===== src/rtl/fifo_uart_tx_if.sv =====
// Read-side link between a synchronous FIFO (master) and the serial transmitter (slave).
// Handshake: fifo_rd_en pops one word on a clock edge when fifo_empty=0 and
// fifo_wr_en=0; that edge makes the popped word valid on fifo_dout.
interface fifo_uart_tx_if #(
  parameter int DATA_W = 8
);
  logic              fifo_empty;
  logic              fifo_wr_en;
  logic [DATA_W-1:0] fifo_dout;
  logic              fifo_rd_en;

  modport master (
    output fifo_empty,
    output fifo_wr_en,
    output fifo_dout,
    input  fifo_rd_en
  );

  modport slave (
    input  fifo_empty,
    input  fifo_wr_en,
    input  fifo_dout,
    output fifo_rd_en
  );
endinterface


===== src/rtl/fifo_uart_tx.sv =====
// FIFO-draining 8N1 serial transmitter; pops one word, shifts it out LSB first.
// Optional even-parity bit between data and stop when PARITY_EN is defined.
module fifo_uart_tx #(
  parameter int CLKS_PER_BIT = 16,
  parameter int DATA_W       = 8
) (
  input  logic          clk,
  input  logic          reset,
  fifo_uart_tx_if.slave fifo,
  output logic          tx,
  output logic          busy,
  output logic          tx_done,
  output logic [2:0]    state_dbg
);
  localparam int               BIT_W     = (DATA_W > 1) ? $clog2(DATA_W) : 1;
  localparam logic [15:0]      BAUD_LAST = 16'(CLKS_PER_BIT - 1);
  localparam logic [BIT_W-1:0] BIT_LAST  = BIT_W'(DATA_W - 1);

  typedef enum logic [2:0] {
    IDLE   = 3'd0,
    POP    = 3'd1,
    LOAD   = 3'd2,
    START  = 3'd3,
    DATA   = 3'd4,
    PARITY = 3'd5,
    STOP   = 3'd6
  } state_t;

  state_t            state;
  state_t            state_next;
  logic [15:0]       baud_cnt;
  logic [BIT_W-1:0]  bit_cnt;
  logic [DATA_W-1:0] shift;
  logic              rd_en_q;
  logic              baud_last;
  logic              bit_last;
  logic              pop_ok;
`ifdef PARITY_EN
  logic              parity_q;
`endif

  assign baud_last       = (baud_cnt == BAUD_LAST);
  assign bit_last        = (bit_cnt == BIT_LAST);
  // The FIFO gives a simultaneous write priority, so such a pop never happened.
  assign pop_ok          = !fifo.fifo_empty && !fifo.fifo_wr_en;
  assign fifo.fifo_rd_en = rd_en_q;
  assign state_dbg       = state;

  always_ff @(posedge clk or posedge reset) begin
    if (reset) begin
      state   <= IDLE;
      rd_en_q <= 1'b0;
    end else begin
      state   <= state_next;
      rd_en_q <= (state_next == POP);
    end
  end

  always_comb begin
    state_next = state;
    case (state)
      IDLE:   if (!fifo.fifo_empty) state_next = POP;
      POP:    state_next = pop_ok ? LOAD : IDLE;
      LOAD:   state_next = START;
      START:  if (baud_last) state_next = DATA;
      DATA: begin
        if (baud_last && bit_last) begin
`ifdef PARITY_EN
          state_next = PARITY;
`else
          state_next = STOP;
`endif
        end
      end
      PARITY: if (baud_last) state_next = STOP;
      STOP:   if (baud_last) state_next = fifo.fifo_empty ? IDLE : POP;
      default: state_next = IDLE;
    endcase
  end

  always_comb begin
    tx      = 1'b1;
    busy    = 1'b0;
    tx_done = 1'b0;
    case (state)
      LOAD:  busy = 1'b1;
      START: begin
        tx   = 1'b0;
        busy = 1'b1;
      end
      DATA: begin
        tx   = shift[0];
        busy = 1'b1;
      end
`ifdef PARITY_EN
      PARITY: begin
        tx   = parity_q;
        busy = 1'b1;
      end
`endif
      STOP: begin
        busy    = 1'b1;
        tx_done = baud_last;
      end
      default: ;
    endcase
  end

  always_ff @(posedge clk or posedge reset) begin
    if (reset) begin
      baud_cnt <= '0;
      bit_cnt  <= '0;
      shift    <= '0;
`ifdef PARITY_EN
      parity_q <= 1'b0;
`endif
    end else begin
      case (state)
        LOAD: begin
          shift    <= fifo.fifo_dout;
`ifdef PARITY_EN
          parity_q <= ^fifo.fifo_dout;
`endif
          baud_cnt <= '0;
          bit_cnt  <= '0;
        end
        START, PARITY, STOP: baud_cnt <= baud_last ? '0 : baud_cnt + 16'd1;
        DATA: begin
          baud_cnt <= baud_last ? '0 : baud_cnt + 16'd1;
          if (baud_last) begin
            shift   <= shift >> 1;
            bit_cnt <= bit_last ? '0 : bit_cnt + 1'b1;
          end
        end
        default: begin
          baud_cnt <= '0;
          bit_cnt  <= '0;
        end
      endcase
    end
  end
endmodule


===== src/flat_wrapper.sv =====
// flat-port wrapper written by rule: the top's interface ports become plain ports
module fifo_uart_tx_flat 
#(
  parameter int CLKS_PER_BIT = 16,
  parameter int DATA_W       = 8
)
  (clk, reset, tx, busy, tx_done, state_dbg, fifo_fifo_empty, fifo_fifo_wr_en, fifo_fifo_dout, fifo_fifo_rd_en);
  fifo_uart_tx_if #(.DATA_W(DATA_W)) fifo_i ();
  input  logic clk;
  input  logic reset;
  output logic tx;
  output logic busy;
  output logic tx_done;
  output logic [2:0] state_dbg;
  input wire logic [$bits(fifo_i.fifo_empty)-1:0] fifo_fifo_empty;
  input wire logic [$bits(fifo_i.fifo_wr_en)-1:0] fifo_fifo_wr_en;
  input wire logic [$bits(fifo_i.fifo_dout)-1:0] fifo_fifo_dout;
  output wire logic [$bits(fifo_i.fifo_rd_en)-1:0] fifo_fifo_rd_en;
  assign fifo_i.fifo_empty = fifo_fifo_empty;
  assign fifo_i.fifo_wr_en = fifo_fifo_wr_en;
  assign fifo_i.fifo_dout = fifo_fifo_dout;
  assign fifo_fifo_rd_en = fifo_i.fifo_rd_en;
  fifo_uart_tx #(.CLKS_PER_BIT(CLKS_PER_BIT), .DATA_W(DATA_W)) u_core (.clk(clk), .reset(reset), .fifo(fifo_i), .tx(tx), .busy(busy), .tx_done(tx_done), .state_dbg(state_dbg));
endmodule

===== config.mk =====
export PLATFORM = sky130hd
export DESIGN_NAME = fifo_uart_tx_flat
export DESIGN_NICKNAME = d
export VERILOG_FILES = /design/src/rtl/fifo_uart_tx_if.sv /design/src/rtl/fifo_uart_tx.sv /design/src/flat_wrapper.sv
export SDC_FILE = /design/constraint.sdc
export NUM_CORES = 1
export LEC_CHECK = 0
export CORE_UTILIZATION = 50
export CTS_BUF_LIST = sky130_fd_sc_hd__clkbuf_2
export DETAILED_ROUTE_END_ITERATION = 12
export PLACE_DENSITY = 0.75
export SLEW_MARGIN = 20
export SYNTH_ARGS = -nofsm -noshare
export SYNTH_HDL_FRONTEND = slang
export SYNTH_SLANG_ARGS = --single-unit

===== constraint.sdc =====
create_clock -name clk -period 2.01 [get_ports clk]
set_input_delay 0.402 -clock clk [delete_from_list [all_inputs] [get_ports clk]]
set_output_delay 0.402 -clock clk [all_outputs]
set_load 0.1 [all_outputs]

# Word-level counts from Yosys, hierarchy flattened
# Index checks and enable logic that the tools add are counted.
dict set report op_classes {
  n_addsub 2
  n_eq_ne 10
  n_mux 18
  bitwise 1
  reduce_logical 11
}
# operator count
set op_table {}
lappend op_table {{$mux 16} 2}
lappend op_table {{$mux 3} 7}
lappend op_table {{$pmux 3 s7} 1}
lappend op_table {{$add 16x1->16 const B} 1}
lappend op_table {{$eq 16x4->1 const B} 1}
lappend op_table {{$pmux 8 s2} 1}
lappend op_table {{$eq 3x3->1 const B} 4}
lappend op_table {{$mux 8} 1}
lappend op_table {{$reduce_or 4->1} 2}
lappend op_table {{$eq 3x1->1 const B} 2}
lappend op_table {{$eq 3x2->1 const B} 2}
lappend op_table {{$pmux 3 s2} 1}
lappend op_table {{$reduce_and 2->1} 2}
lappend op_table {{$add 3x1->3 const B} 1}
lappend op_table {{$logic_not 3->1} 1}
lappend op_table {{$mux 1} 3}
lappend op_table {{$reduce_or 3->1} 1}
lappend op_table {{$logic_and 1x1->1} 2}
lappend op_table {{$logic_not 1->1} 2}
lappend op_table {{$mux 2} 1}
lappend op_table {{$ne 2x1->1 const B} 1}
lappend op_table {{$pmux 1 s2} 1}
lappend op_table {{$reduce_bool 2->1} 1}
lappend op_table {{$not 1->1} 1}
dict set report totals {
  ff_bits 31
  elab_cells 47
}

# Depth between registers and ports, before layout
dict set report depth {
  depth_word 5
  depth_mapped 7
  ltp_nobuf 5
}

# Worst setup path before layout
# Ideal clock, no wire load.
dict set report synth_timing {
  path_type {register -> output}
  start {reg u_core.baud_cnt[12]}
  end {out tx_done}
  t_arrival_ns 2.839
  required_time_ns 1.608
  path_slack_ns -1.231
  path_stages_with_launch 6
  cell_sequence {dfrtp_1 or4_4 nor4_4 buf_6 nand3_1 nor2_1}
}
dict set report synth_between {
  elab_chain_len 2
}
# item line_no
set synth_rtl {}
lappend synth_rtl {{start: declaration} fifo_uart_tx.sv:31} ;# logic [15:0] baud_cnt;
lappend synth_rtl {{start signal: assignment} fifo_uart_tx.sv:127} ;# START, PARITY, STOP: baud_cnt <= baud_last ? '0 : baud_cnt + 16'd1;
lappend synth_rtl {{start signal: assignment} fifo_uart_tx.sv:129} ;# baud_cnt <= baud_last ? '0 : baud_cnt + 16'd1;
lappend synth_rtl {{$eq 16x4->1} fifo_uart_tx.sv:42} ;# assign baud_last = (baud_cnt == BAUD_LAST);
lappend synth_rtl {{$mux 1} fifo_uart_tx.sv:85} ;# case (state)
lappend synth_rtl {{end: declaration} flat_wrapper.sv:13} ;# output logic tx_done;
# Every way passes these cells.

# Final worst setup path
dict set report layout_timing {
  start {reg u_core.baud_cnt[15]}
  end {out tx_done}
}
# The elaborated chain is that of the path after synthesis.

==> out/results.txt <==
Status: finished, violations left
Failing checks: negative setup slack
Final WS setup: -0.4990 ns
Fmax: 398.6 MHz
Critical Path Source Type: register
Clk_lat worst skew: 0.38 ns
Crit-path leading delay family: simple AND/OR/NAND/NOR gates
Placed cell area: 2150 um^2
Finished Cell Area: 2355 um^2
# diodes: 0
Post-synthesis register bit count: 31
CTS sink cnt: 31
Pleak: 0.001053 uW
Final Hold Violating Endpoints: 0
Reg clk slew, reported paths: 0.17 ns
Die Y: 59.84 um
Synthesized area per cell: 10.20 um^2
Worst-margin pin slew: 0.3937 ns
Via count: 1,472
Placer Congestion: 0.8675
CP arrival: 2.11 ns
CTS buffer count: 5
Top post-synthesis cells by area: dfrtp_1 (46%), xnor2_1 (5.8%), a221o_2 (4.7%), nor2_1 (4.5%), nand3_1 (3.3%)
PwrDens: 1082 nW/um^2
Final Net Count: 237
Detailed-route wire length per cell: 15.40 um
Critical path type: register to output port
Post-Syn Area: 1673 um^2
Via density: 5.513
Setup TNS Final: -1.273 ns
Hold crit path type: primary input to asynchronous set/reset pin
Final Max Slew Viols: 0
Worst-path fanout max: 2
Fillers: 238
Slew margin rel.: 73.75%
Num rows: 20
Post-route ant nets: 0
Min cycle time layout: 2.509 ns
Share of layout cells above drive strength 1: 40.81%
DR pass1 iterations: 4
WP buf/inv: 1
Initial antenna violation count: 0
VDD IR max: 0.7708 mV
Detailed Route WL: 4111 um
GRT Resource Usage Total: 25.56%
R2r setup slk: -0.11 ns
TritonCTS clock tree: yes
CP max stage cell: or4_4
Pin count of the biggest net entering global routing: 32
Max Clock Skew: 0.01990 ns
Area fraction of the dominant cell type after synthesis: 46.37%
MaxCap Viol Count: 0
Top_reg_cell synth: dfrtp_1
GRT overflow: 0
Initial Util: 53.91%
Area Overhead vs Synth: 40.76%
I/O Buffers: 18
Register area share after synthesis: 46.37%
CP max stage delay: 0.56 ns
Cts hold-fix bufs: 0
Setup-failing EPs final: 12
Fin cells: 267
1st-iter DRT viols: 66
Root Buffer Master: clkbuf_2
Post-synth cell types: 42
Core area: 3103 um^2
Vias in the first global route: 1,497
YS warnings: 0
Commonest cells in the netlist: dfrtp_1 (31), nor2_1 (20), nand3_1 (11), xnor2_1 (11), nand2_1 (10)
CP required: 1.61 ns
Area leader, netlist: dfrtp_1
Clk buf depth: 2
Syn nets: 179
First-pass GRT wire length: 6644 um
Die Area: 3581 um^2
Placed cell count: 245
Die width: 59.84 um
Mapped Cells: 164
Most numerous cell in the Yosys netlist: dfrtp_1
Nature of the critical path endpoint: output port
Dpl hpwl: 2728 um
H-tree lvl count: 2
RSZ-0062 raised after global routing: true
DRC Markers: 0
Ports: 19
Number of flops mapped to enable cells by yosys: 0
Asr flop ratio synth: 100.0%
CP cell instances: or4_4, nor4_4, nand3_4, nor2_4, buf_12
Crit share post-route: 124.8%
stage by stage:
step / hold slack, ns / util, % / power (uW) / worst slack [ns]
floorplan: 0.4688 / - / 1698 / -0.4580
global placement: 0.4898 / 69.27 / 2065 / -0.1224
detailed placement: 0.4904 / 69.27 / 2114 / -0.1764
CTS: 0.3896 / 73.55 / 2495 / -0.5175
global route: 0.3965 / 75.89 / 2689 / -0.5743
finish: 0.3849 / 75.89 / 2548 / -0.4990
cell usage in the layout, fill, tap and decap left out, drive strengths merged, types with 3 or more instances in the layout:
master / instances
xnor2: 11
nor4: 5
nand4: 5
or2: 4
and2: 5
inv: 3
nor3: 5
and3: 4
dfrtp: 31
nand3: 11
clkbuf: 7
buf: 46
nand2: 10
or4: 4
ha: 3
xor2: 5
a221o: 7
nor2: 21
clkdlybuf4s50: 11
cells by family after synthesis:
logic type                 synth area share [%]
and+or+nand+nor                           28.65
buffers and inverters                     3.291
DFF                                       46.37
xor gates and xnor gates                  8.377
adders and majority gates                 2.842
AOI/OAI and AO/OA                         9.873
muxes                                    0.5984
per-layer routing:
| metal | track usage (%) | wire length (um) |
|---|---|---|
| met1 | 29.76 | 1750 |
| met2 | 43.02 | 2055 |
| met3 | 6.494 | 145 |
| met4 | 13.62 | 159 |
| met5 | 0 | 0 |
sequential cells by signal, summed over array words and instances (netlist names):
name / flops
u_core.state_dbg: 3
u_core.bit_cnt: 3
u_core.fifo.fifo_rd_en: 1
u_core.shift: 8
u_core.baud_cnt: 16
power breakdown:
part / internal (uW) / switching, uW
logic: 617 / 748
clock network: 94.9 / 217
registers: 773 / 97.9
total: 1490 / 1060
tightest hold or removal path: stages:
cell,delay [ns]
clkdlybuf4s50_1,0.40
inv_1,0.05
buf_4,0.35
area by class of cell:
cell class,instances,area (um^2),share of cell area [%]
clock buffer,7,35.03,1.488
clock inverter,1,5.005,0.2125
inverter,3,11.26,0.4782
multi-input combinational,124,907.1,38.52
sequential,31,784.5,33.32
tap,44,55.05,2.338
timing repair buffer,57,556.8,23.65
worst paths after layout:
kind | depth (start not counted) | end | start
worst max-delay path | 5 | tx_done | u_core.baud_cnt[15]$_DFF_PP0_
worst min-delay path | 3 | u_core.shift[5]$_DFFE_PP0P_ | reset
worst max register to register | 6 | u_core.state_dbg[2]$_DFF_PP0_ | u_core.baud_cnt[15]$_DFF_PP0_
worst min register to register | 1 | u_core.shift[6]$_DFFE_PP0P_ | u_core.shift[6]$_DFFE_PP0P_
max in group asynchronous | 3 | u_core.state_dbg[1]$_DFF_PP0_ | reset
min in group clk | 1 | u_core.shift[6]$_DFFE_PP0P_ | u_core.shift[6]$_DFFE_PP0P_
timing repair:
item                       in CTS  in global routing
hold endpoints to repair        0                  0
resized for setup               9                  9
pin swaps                       7                  7
setup endpoints to repair      27                 30
buffers inserted                8                  5
cloned                          0                  1
No activity file was read; power rests on OpenSTA's default activity.
